===== config.mk =====
export PLATFORM = sky130hd
export DESIGN_NAME = mbist_march_sequencer
export DESIGN_NICKNAME = d
export VERILOG_FILES = /design/src/rtl/mbist_pkg.sv /design/src/rtl/mbist_addr_gen.sv /design/src/rtl/mbist_march_sequencer.sv
export SDC_FILE = /design/constraint.sdc
export NUM_CORES = 1
export LEC_CHECK = 0
export CAP_MARGIN = 10
export CORE_MARGIN = 1.5
export CORE_UTILIZATION = 45
export DETAILED_ROUTE_END_ITERATION = 8
export PLACE_DENSITY = 0.79
export SYNTH_ARGS = -nofsm -noshare
export SYNTH_HDL_FRONTEND = slang
export SYNTH_SLANG_ARGS = --single-unit
export TNS_END_PERCENT = 50

===== constraint.sdc =====
create_clock -name clk -period 5.3 [get_ports clk]
set_input_delay 0.53 -clock clk [delete_from_list [all_inputs] [get_ports clk]]
set_output_delay 0.53 -clock clk [all_outputs]
set_load 0.01 [all_outputs]

===== src/rtl/mbist_pkg.sv =====
// Shared types and March C- element tables for the MBIST march sequencer.
package mbist_pkg;

  typedef enum logic [2:0] {
    E0 = 3'd0,
    E1 = 3'd1,
    E2 = 3'd2,
    E3 = 3'd3,
    E4 = 3'd4,
    E5 = 3'd5
  } march_elem_t;

  typedef enum logic [1:0] {
    OP_W0 = 2'd0,
    OP_W1 = 2'd1,
    OP_R0 = 2'd2,
    OP_R1 = 2'd3
  } op_t;

  typedef enum logic [1:0] {
    IDLE  = 2'd0,
    RUN   = 2'd1,
    DRAIN = 2'd2,
    DONE  = 2'd3
  } seq_state_t;

  // Ops per element and direction (1 = descending); padded to 8 entries so a 3-bit index is always in range.
  localparam logic [7:0][1:0] ELEM_OPS = {2'd0, 2'd0, 2'd1, 2'd2, 2'd2, 2'd2, 2'd2, 2'd1};
  localparam logic [7:0]      ELEM_DIR = 8'b0001_1000;

  function automatic op_t elem_op(input march_elem_t e, input logic op_idx);
    op_t op;
    case (e)
      E0:      op = OP_W0;
      E1, E3:  op = op_idx ? OP_W1 : OP_R0;
      E2, E4:  op = op_idx ? OP_W0 : OP_R1;
      E5:      op = OP_R0;
      default: op = OP_R0;
    endcase
    return op;
  endfunction

  function automatic logic op_is_read(input op_t op);
    return (op == OP_R0) || (op == OP_R1);
  endfunction

  function automatic logic op_bg(input op_t op);
    return (op == OP_W1) || (op == OP_R1);
  endfunction

endpackage


===== src/rtl/mbist_addr_gen.sv =====
// Up/down address counter for march elements: loads an element start address,
// steps when enabled, and flags the end address for the current direction.
module mbist_addr_gen #(
  parameter int ADDR_W = 4
) (
  input  logic              clk,
  input  logic              rst,
  input  logic              load_i,
  input  logic              load_down_i,
  input  logic              en_i,
  input  logic              down_i,
  output logic [ADDR_W-1:0] addr_o,
  output logic              is_end_o
);

  localparam logic [ADDR_W-1:0] ADDR_MAX  = {ADDR_W{1'b1}};
  localparam logic [ADDR_W-1:0] ADDR_ZERO = {ADDR_W{1'b0}};
  localparam logic [ADDR_W-1:0] ADDR_ONE  = ADDR_W'(1);

  logic [ADDR_W-1:0] addr_q, addr_d;

  // Next address: element-start load beats stepping.
  always_comb begin
    addr_d = addr_q;
    if (load_i) begin
      addr_d = load_down_i ? ADDR_MAX : ADDR_ZERO;
    end else if (en_i) begin
      addr_d = down_i ? (addr_q - ADDR_ONE) : (addr_q + ADDR_ONE);
    end else begin
      addr_d = addr_q;
    end
  end

  // Address register.
  always_ff @(posedge clk) begin
    if (rst) begin
      addr_q <= ADDR_ZERO;
    end else begin
      addr_q <= addr_d;
    end
  end

  assign addr_o   = addr_q;
  assign is_end_o = down_i ? (addr_q == ADDR_ZERO) : (addr_q == ADDR_MAX);

endmodule


===== src/rtl/mbist_march_sequencer.sv =====
// March C- sequencer: walks {up(w0); up(r0,w1); up(r1,w0); down(r0,w1); down(r1,w0); up(r0)}
// over the memory under test, compares read data one cycle later and pulses cout at the end.
module mbist_march_sequencer
  import mbist_pkg::*;
#(
  parameter int ADDR_W = 4,
  parameter int DATA_W = 8
) (
  input  logic              clk,
  input  logic              rst,
  input  logic              ld,
  input  logic              NbarT,
  output logic              cout,
  output logic [ADDR_W-1:0] mem_addr,
  output logic [DATA_W-1:0] mem_wdata,
  output logic              mem_we,
  output logic              mem_re,
  input  logic [DATA_W-1:0] mem_rdata,
  output logic              fail,
  output logic [ADDR_W-1:0] fail_addr
);

  seq_state_t        state_q, state_d;
  march_elem_t       elem_q, elem_d;
  logic              op_q, op_d;
  logic              cout_q, cout_d;
  logic              cmp_pend_q;
  logic [DATA_W-1:0] cmp_exp_q;
  logic [ADDR_W-1:0] cmp_addr_q;
  logic              fail_q;
  logic [ADDR_W-1:0] fail_addr_q;

  logic [ADDR_W-1:0] addr_s;
  logic              addr_end_s;
  logic              ag_load_s, ag_load_down_s, ag_en_s;
  op_t               cur_op_s;
  logic              issue_s, last_op_s, is_read_s, mismatch_s;
  logic [2:0]        elem_nxt_s;
  logic [DATA_W-1:0] bg_s;

  mbist_addr_gen #(.ADDR_W(ADDR_W)) u_addr_gen (
    .clk         (clk),
    .rst         (rst),
    .load_i      (ag_load_s),
    .load_down_i (ag_load_down_s),
    .en_i        (ag_en_s),
    .down_i      (ELEM_DIR[elem_q]),
    .addr_o      (addr_s),
    .is_end_o    (addr_end_s)
  );

  assign cur_op_s   = elem_op(elem_q, op_q);
  assign is_read_s  = op_is_read(cur_op_s);
  assign bg_s       = {DATA_W{op_bg(cur_op_s)}};
  assign last_op_s  = (ELEM_OPS[elem_q] == 2'd1) || op_q;
  assign elem_nxt_s = elem_q + 3'd1;
  // IDLE issues too, so the first op goes out in the very cycle NbarT rises.
  assign issue_s    = NbarT && !ld && !rst && ((state_q == IDLE) || (state_q == RUN));

  assign mem_we    = issue_s && !is_read_s;
  assign mem_re    = issue_s && is_read_s;
  assign mem_addr  = addr_s;
  assign mem_wdata = bg_s;

  // Sequencing: one op per issued cycle, element/address advance on the last op.
  always_comb begin
    state_d        = state_q;
    elem_d         = elem_q;
    op_d           = op_q;
    ag_load_s      = 1'b0;
    ag_load_down_s = 1'b0;
    ag_en_s        = 1'b0;
    if (ld) begin
      state_d   = IDLE;
      elem_d    = E0;
      op_d      = 1'b0;
      ag_load_s = 1'b1;
    end else begin
      case (state_q)
        IDLE, RUN: begin
          if (!issue_s) begin
            state_d = state_q;
          end else if (!last_op_s) begin
            state_d = RUN;
            op_d    = 1'b1;
          end else if (!addr_end_s) begin
            state_d = RUN;
            op_d    = 1'b0;
            ag_en_s = 1'b1;
          end else if (elem_q == E5) begin
            state_d = DRAIN;
            op_d    = 1'b0;
          end else begin
            state_d        = RUN;
            op_d           = 1'b0;
            elem_d         = march_elem_t'(elem_nxt_s);
            ag_load_s      = 1'b1;
            ag_load_down_s = ELEM_DIR[elem_nxt_s];
          end
        end
        DRAIN:   state_d = DONE;
        DONE:    state_d = DONE;
        default: state_d = IDLE;
      endcase
    end
    cout_d = (state_d == DRAIN);
  end

  // FSM and op counters; NbarT low leaves every field unchanged.
  always_ff @(posedge clk) begin
    if (rst) begin
      state_q <= IDLE;
      elem_q  <= E0;
      op_q    <= 1'b0;
      cout_q  <= 1'b0;
    end else begin
      state_q <= state_d;
      elem_q  <= elem_d;
      op_q    <= op_d;
      cout_q  <= cout_d;
    end
  end

  // The pending compare is folded in combinationally so fail is final while cout is high.
  assign mismatch_s = cmp_pend_q && (mem_rdata != cmp_exp_q);
  assign fail       = fail_q || mismatch_s;
  assign fail_addr  = (!fail_q && mismatch_s) ? cmp_addr_q : fail_addr_q;
  assign cout       = cout_q;

  // Compare pipeline and sticky failure capture.
  always_ff @(posedge clk) begin
    if (rst || ld) begin
      cmp_pend_q  <= 1'b0;
      cmp_exp_q   <= {DATA_W{1'b0}};
      cmp_addr_q  <= {ADDR_W{1'b0}};
      fail_q      <= 1'b0;
      fail_addr_q <= {ADDR_W{1'b0}};
    end else begin
      cmp_pend_q  <= mem_re;
      cmp_exp_q   <= bg_s;
      cmp_addr_q  <= addr_s;
      fail_q      <= fail;
      fail_addr_q <= fail_addr;
    end
  end

endmodule

# Yosys cells after proc, flatten, opt, wreduce, memory -nomap -nowiden
# Memory sizes are Yosys's and may differ from the RTL's. A register that Yosys moved wholly into a read port is not among the register bits.
# Index checks and enable logic that the tools add are counted.
# totals
inputBits,12
register_bits,22
memories,3
rom_bits,32
# mem_list
name,depth,width,rd,rd_ports_with_merged_regs,write_ports,line,rtl
(name not given),8,2,1,1,0,mbist_march_sequencer.sv:55,assign last_op_s = (ELEM_OPS[elem_q] == 2'd1) || op_q;
(name not given),8,1,1,0,0,mbist_march_sequencer.sv:98,ag_load_down_s = ELEM_DIR[elem_nxt_s];
(name not given),8,1,1,1,0,mbist_march_sequencer.sv:47,".down_i (ELEM_DIR[elem_q]),"
# classes
muxes,40
eq_ne,15
n_reduce_logical,28
addsub,3
n_lt_le_gt_ge,2
n_bitwise,1
# ops
op,count
two-way mux 1 bit,21
two-way mux 4 bit,5
two-way mux 2 bit,8
two-way mux 3 bit,4
== test 2 bit (second input constant),5
OR reduction 2 bit,5
< comparator 3 x 4 -> 1 bit (second input constant),2
!= test 8 bit,1
logical AND 1 bit,7
== test 2 x 1 -> 1 bit (second input constant),3
== test 3 x 2 -> 1 bit (second input constant),2
== test 3 bit (second input constant),2
logical OR 1 bit,6
one-hot mux 2 bit (3 select lines),1
AND reduction 5 bit,1
adder 4 x 1 -> 4 bit (second input constant),1
== test 4 bit (second input constant),1
logical NOT 1 bit,4
logical NOT 4 bit,1
one-hot mux 2 bit (2 select lines),1
subtractor 4 x 1 -> 4 bit (second input constant),1
adder 3 x 1 -> 3 bit (second input constant),1
== test 3 x 1 -> 1 bit (second input constant),1
logical NOT 3 bit,1
4 further kinds,4

# Logic depth before layout (Yosys ltp)
# Gate-level depths: netlist of run 1.
# depth
ltp_word,11
ltp_mapped,7

# By module
# Synthesis of run 1 repeated with hierarchy kept, for this count alone.
# hier_totals
hier_cells,139
area_unflattened_um2,1345.0
# by_module_without_submodules
module,seq_area_each_um2,cells_per_inst,area_per_inst_um2,n_inst
mbist_march_sequencer,400.4,103,1042.2,1
mbist_addr_gen,80.1,36,302.8,1

# Worst setup path before layout of run 1
# OpenSTA, ideal clock, no wires.
# synth_path
path_kind,reg2reg
startpoint,register u_addr_gen.addr_q[0] (netlist: u_addr_gen.addr_o[0])
endpoint,register (tool-made name)
synth_period_minus_slack_ns,2.131
arrival_time_ns,2.003
required_time_ns,5.172
n_path_buf,0
stages_incl_launch_ff,6
setup_slack_ns,3.169
setup_ns,0.128
path_cell_list,dfxtp_1 > or4_1 > mux2_4 > or3_4 > a2111oi_2 > nor3_1
# synth_rtl
element,line,rtl
start: declaration,mbist_addr_gen.sv:20,"logic [ADDR_W-1:0] addr_q, addr_d;"
start signal: assignment,mbist_addr_gen.sv:39,addr_q <= addr_d;

# Final worst setup path of run 1
# layout_path
startpoint,input port mem_rdata[4]
endpoint,output port fail_addr[1]
# layout_between
elab_chain_cells,4
# layout_lines
element,line,rtl
start: declaration,mbist_march_sequencer.sv:18,"input logic [DATA_W-1:0] mem_rdata,"
!= test 8 bit,mbist_march_sequencer.sv:125,assign mismatch_s = cmp_pend_q && (mem_rdata != cmp_exp_q);
logical AND 1 bit,mbist_march_sequencer.sv:125,
logical AND 1 bit,mbist_march_sequencer.sv:127,assign fail_addr = (!fail_q && mismatch_s) ? cmp_addr_q : fail_addr_q;
two-way mux 4 bit,mbist_march_sequencer.sv:127,
end: declaration,mbist_march_sequencer.sv:20,output logic [ADDR_W-1:0] fail_addr
# Every way passes these cells.

==> impl_metrics.tcl, run 1 <==
set metrics [dict create \
    outcome "finished clean" \
    async_reset_ff_frac 0 \
    layout-drive-gt1-share 0.0963 \
    reg2reg_setup_slack_ns 2.72 \
    clock.fmax_mhz 318 \
    cap_violations 0 \
    ys_ff_latch 24 \
    crit_path_start "mem_rdata[4]" \
    final_antenna_net_count 0 \
    grt_pass1_wl_mm 5.24 \
    synth_edf_count 0 \
    yosysSeqAreaShare 0.328 \
    power_density_nw_per_um2 177 \
    cts_max_level 1 \
    min_period_over_period 0.592 \
    postCtsResizedCells 0 \
    synth_cells 163 \
    routed_wl_mm 3.17 \
    initial_core_util 0.475 \
    vdd_drop_max_mv 0.0662 \
    finalHoldViolCount 0 \
    yosys_warnings 0 \
    ioPinCount 32 \
    cts_setup_buffers 0 \
    dp_hpwl_mm 2.47 \
    clk_pin_slew_worst_paths_ns 0.13 \
    worst_slew_pin_slew_ns 0.830 \
    skew_ns 0.00685 \
    p_leak_nw 0.674 \
    synth_nets 185 \
    via_per_inst 5.68 \
    r2r-start "u_addr_gen.addr_o[0]" \
    grt_setup_unrepaired "no" \
    grt_pass1_vias 1217 \
    die_w_um 60.0 \
    grt_max_degree 14 \
    final_common_cell "clkdlybuf4s50_1" \
    cp.required_ns 4.77 \
    final_max_slew_viol_count 0 \
    cp_slowest_cell "a311oi_1" \
    ctsHoldBuffers 0 \
    die_h_um 60.0 \
    gp_congestion 0.962 \
    cts_tree "yes" \
    finalSetupTns_ns 0 \
    die_area_um2 3600 \
    synth_cell_types 48 \
    track_usage 0.186 \
    slowest_delay_ns 0.56 \
    endpoint "fail_addr[1]" \
    clk_latency_ns 0.31 \
    critPathMostFrequentCell "clkdlybuf4s50_1" \
    portBuffers 31 \
    synthFlopType "dfxtp_1" \
    antenna_found_initial 0 \
    area_growth_pct 22.8 \
    setup_viol 0 \
    cts_buffer_depth 2 \
    core_region_area_um2 3080 \
    cts.sinks 24 \
    n_antenna_cell 0 \
    slew_headroom 0.431 \
    critPathKind "in2out" \
    cp_max_fo 4 \
    design_area_um2 1800 \
    cp.arrival_ns 2.61 \
    drc 0 \
    dpl_cell_area_um2 1760 \
    start_kind "input port" \
    r2r_cells 5 \
    syn-cell-area_um2 1460 \
    drt_pre_antenna_iters 4 \
    wire_per_inst_um 13.7 \
    globalRoute.totalOverflow 0 \
    syn_area_per_cell_um2 8.97 \
    drt_iter0_drc 33 \
    holdCritPathClass "reg2reg" \
    final.min_clock_period_ns 3.14 \
    via_count 1313 \
    crit_chain "clkdlybuf4s50_1 -> nand4_1 -> o31ai_1 -> a311oi_1 -> mux2_2 -> clkdlybuf4s50_1" \
    rows 20 \
    numCtsBuffers 3 \
    cts_root_buf "clkbuf_4" \
    endpoint_kind "primary output" \
    mostFrequentLayoutCells "clkdlybuf4s50_1, dfxtp_1, a21oi_1" \
    nets 210 \
]
-- registers in the layout, summed over array words and instances (netlist names), named ones only --
| signal | count |
|---|---|
| u_addr_gen.down_i | 1 |
| state_q | 1 |
| fail_addr_q | 4 |
| u_addr_gen.addr_o | 4 |
| elem_q | 3 |
| op_q | 1 |
| cmp_pend_q | 1 |
| fail_q | 1 |
| cout | 1 |
| cmp_addr_q | 4 |
| cmp_exp_q | 1 |
-- cells in the mapped netlist (2+ instances only) --
master	instances	area (um2)
o31ai_1	2	15.0
nor3_1	6	30.0
inv_1	8	30.0
o21a_1	2	15.0
nor4_1	2	12.5
or3_1	4	25.0
o211a_1	2	20.0
nor2_1	10	37.5
mux2_2	5	56.3
a211oi_1	7	52.6
mux2i_1	3	30.0
nand2_1	7	26.3
o211ai_1	2	15.0
dfxtp_1	24	480
a21boi_0	2	15.0
nand4_1	2	12.5
xnor2_1	2	17.5
buf_4	7	52.6
and2_1	9	56.3
and3_1	2	12.5
or2_2	3	18.8
ha_1	9	113
o21ai_0	2	10.0
a21oi_1	11	55.1
a31oi_1	3	18.8
clkbuf_1	4	15.0
a221oi_1	2	17.5
-- final cells by class --
class	instances	area, um2
repair buffers	31	310
flip-flops and latches	24	480
inverters	9	33.8
clock buffers	4	36.3
multi-input cells	119	881
well taps	44	55.1
fillers	284	1280
-- where the power goes --
part / total [W] / internal, W / leakage [nW] / switching (W)
sequential: 0.000187 / 0.000183 / 0.194 / 0.00000376
combinational: 0.0000365 / 0.0000193 / 0.459 / 0.0000172
clock: 0.0000949 / 0.0000419 / 0.0210 / 0.0000531
total: 0.000319 / 0.000245 / 0.674 / 0.0000740
-- critical path, delay by kind of cell --
kind / cells / cell delay (ns)
AND/OR/NAND/NOR: 1 / 0.09
AO/OA/AOI/OAI: 2 / 0.65
buffers and inverters: 2 / 0.92
multiplexers: 1 / 0.41
-- stage by stage --
stage / power [W] / hold slack (ns) / setup WS, ns / utilization / std cells
5_1_grt: 0.000335 / 0.591 / 1.95 / 0.584 / 231
4_1_cts: 0.000321 / 0.569 / 2.13 / 0.584 / 231
2_1_floorplan: 0.000208 / 0.505 / 3.17 / - / 163
3_5_place_dp: 0.000228 / 0.544 / 2.14 / 0.572 / 227
6_report: 0.000319 / 0.566 / 2.16 / 0.584 / 231
3_3_place_gp: 0.000226 / 0.526 / 2.21 / 0.572 / 227
-- cells by family (layout without fill, tap and decap cells) --
logic type,Yosys count,in the layout,synth area share
adder cells (fa/ha/maj),10,10,0.0907
buffers and inverters,20,44,0.0693
AO/OA/AOI/OAI,43,43,0.210
flip-flops,24,24,0.328
multiplexers,9,9,0.0693
XOR/XNOR,3,3,0.0180
AND/OR/NAND/NOR,54,54,0.214
-- layer usage --
| layer | GRT usage | up-vias | routed length [um] | part of all wire |
|---|---|---|---|---|
| met3 | 0.0303 | 2 | 193 | 0.061 |
| met4 | 0.0222 | 0 | 10 | 0.0032 |
| met1 | 0.237 | 620 | 1420 | 0.45 |
| met2 | 0.335 | 45 | 1550 | 0.49 |
| li1 | - | 646 | - | - |
| met5 | 0 | - | 0 | 0 |
-- worst min path at each step --
stage                          to                  from  depth (start not counted)  slack [ns]
finish                 state_q[1]            state_q[1]                          1        0.57
global route        cmp_addr_q[2]  u_addr_gen.addr_o[2]                          1        0.59
CTS                 cmp_addr_q[2]  u_addr_gen.addr_o[2]                          1        0.57
global placement       state_q[1]            state_q[1]                          1        0.53
detailed placement     state_q[1]            state_q[1]                          1        0.54
floorplan              state_q[1]            state_q[1]                          1        0.51
Power figures use the tool's default switching activity.
==> run 2: changes to the inputs <==
==> constraint.sdc (replaced) <==
create_clock -name clk -period 2.99 [get_ports clk]
set_input_delay 0.299 -clock clk [delete_from_list [all_inputs] [get_ports clk]]
set_output_delay 0.299 -clock clk [all_outputs]
set_load 0.01 [all_outputs]
==> run 2 against run 1 <==
Against the previous run: flip-flop and latch count unchanged; total power up 99%; sequential power up 77%; hold slack worse by 0.0084 ns; first-iteration DRC count up 33%; sequential share of layout area down 0.73 points; critical path type is now reg2out; die area unchanged; clock skew about the same.
==> impl_metrics.tcl, run 2 (synthesis results as in run 1) <==
set metrics [dict create \
    final_common_cell "clkdlybuf4s50_1" \
    regArea_um2 482 \
    postCtsResizedCells 0 \
    hold_ws_ns 0.557 \
    nets 215 \
    grt_max_degree 15 \
    ctsHoldBuffers 0 \
    die_area_um2 3600 \
    min_period_over_period 0.906 \
    ioPinCount 32 \
    skew_ns 0.00646 \
    drt_pre_antenna_iters 4 \
    finalSetupTns_ns 0 \
    vdd_drop_max_mv 0.148 \
    critPathKind "reg2out" \
    dpl_cell_area_um2 1800 \
    power_density_nw_per_um2 343 \
    grt_pass1_vias 1230 \
    area_growth_pct 26.6 \
    cts_max_level 1 \
    die_h_um 60.0 \
    track_usage 0.183 \
    holdPathStages 2 \
    routed_wl_mm 3.20 \
    cts.sinks 24 \
    reg2reg_setup_slack_ns 0.75 \
    holdCritPathClass "reg2reg" \
    clk_latency_ns 0.31 \
    r2r-start "u_addr_gen.addr_o[0]" \
    cp.required_ns 2.69 \
    cap_violations 0 \
    die_w_um 60.0 \
    endpoint_kind "primary output" \
    fillCellCount 259 \
    cp.arrival_ns 2.41 \
    p_leak_nw 0.707 \
    cts_root_buf "clkbuf_4" \
    final_max_slew_viol_count 0 \
    gp_congestion 0.941 \
    multi_input_area_um2 881 \
    cts_buffer_depth 2 \
    numCtsBuffers 3 \
    setup_viol 0 \
    cts_tree "yes" \
    initial_core_util 0.475 \
    final.min_clock_period_ns 2.71 \
    rows 20 \
    cp_max_fo 7 \
    drc 0 \
    hold_start "elem_q[1]" \
    wire_per_inst_um 13.5 \
    clk_pin_slew_worst_paths_ns 0.14 \
    design_area_um2 1850 \
    dp_hpwl_mm 2.50 \
    hold_path_end "elem_q[1]" \
    cts_setup_buffers 0 \
    grt_pass1_wl_mm 5.12 \
    slew_headroom 0.551 \
    drt_iter0_drc 44 \
    worst_slew_pin_slew_ns 0.671 \
    start_kind "register" \
    clock.fmax_mhz 369 \
    outcome "finished clean" \
    r2r_cells 5 \
    portBuffers 31 \
    globalRoute.totalOverflow 0 \
    layout-drive-gt1-share 0.125 \
    via_per_inst 5.57 \
    finalHoldViolCount 0 \
    core_region_area_um2 3080 \
    n_antenna_cell 0 \
    final_antenna_net_count 0 \
    grt_setup_unrepaired "no" \
    antenna_found_initial 0 \
    via_count 1314 \
    mostFrequentLayoutCells "clkdlybuf4s50_1, dfxtp_1, a21oi_1" \
]
==> run 2: changes by cell type in the layout (fill, tap and decap cells not counted), sizes merged <==
cell / previous run / this run
buf: 0 / 5
bufinv: 0 / 1
clkbuf: 4 / 3
==> run 2: final cells by class <==
cell class,instances,share of cell area
repair buffers,36,0.188
multi-input cells,119,0.476
clock buffers,3,0.0122
well taps,44,0.0297
clock inverters,1,0.0162
flip-flops and latches,24,0.260
inverters,9,0.0182
==> run 2: worst max path at each step <==
stage / startpoint / endpoint / slack (ns) / cells past startpoint
CTS: elem_q[1] / mem_we / 0.13 / 6
global route: elem_q[0] / mem_wdata[7] / 0.1 / 6
detailed placement: rst / register / 0.41 / 6
global placement: rst / register / 0.46 / 6
floorplan: u_addr_gen.addr_o[0] / register / 0.86 / 5
finish: elem_q[0] / mem_we / 0.28 / 6
==> run 2: layer usage <==
metal	wire [um]	vias to the layer above	track usage
li1	-	658	-
met1	1370	606	0.224
met2	1610	46	0.326
met3	197	4	0.0346
met4	14	0	0.0444
met5	0	-	0
==> run 2: worst max-delay path, cell delays in order (launching register included) <==
cell and delay, ns:
dfxtp_1 0.41, ha_1 0.24, ha_1 0.20, o41ai_1 0.36, nand2_1 0.12, a21boi_0 0.21, clkdlybuf4s50_1 0.57
==> run 2: stage by stage <==
step                setup slack, ns   util  total power, W  cells
CTS                           0.128  0.601        0.000636    236
finish                        0.280  0.602        0.000634    236
detailed placement            0.409  0.584        0.000404    232
global placement              0.457  0.584        0.000402    232
global route                 0.0960  0.602        0.000656    236
floorplan                     0.859      -        0.000369    163
==> run 2: power breakdown <==
| group | switching (W) | leakage (nW) | internal [W] | total (W) |
|---|---|---|---|---|
| clock network | 0.000101 | 0.0279 | 0.000135 | 0.000236 |
| registers | 0.00000621 | 0.195 | 0.000325 | 0.000331 |
| logic | 0.0000311 | 0.484 | 0.0000356 | 0.0000667 |
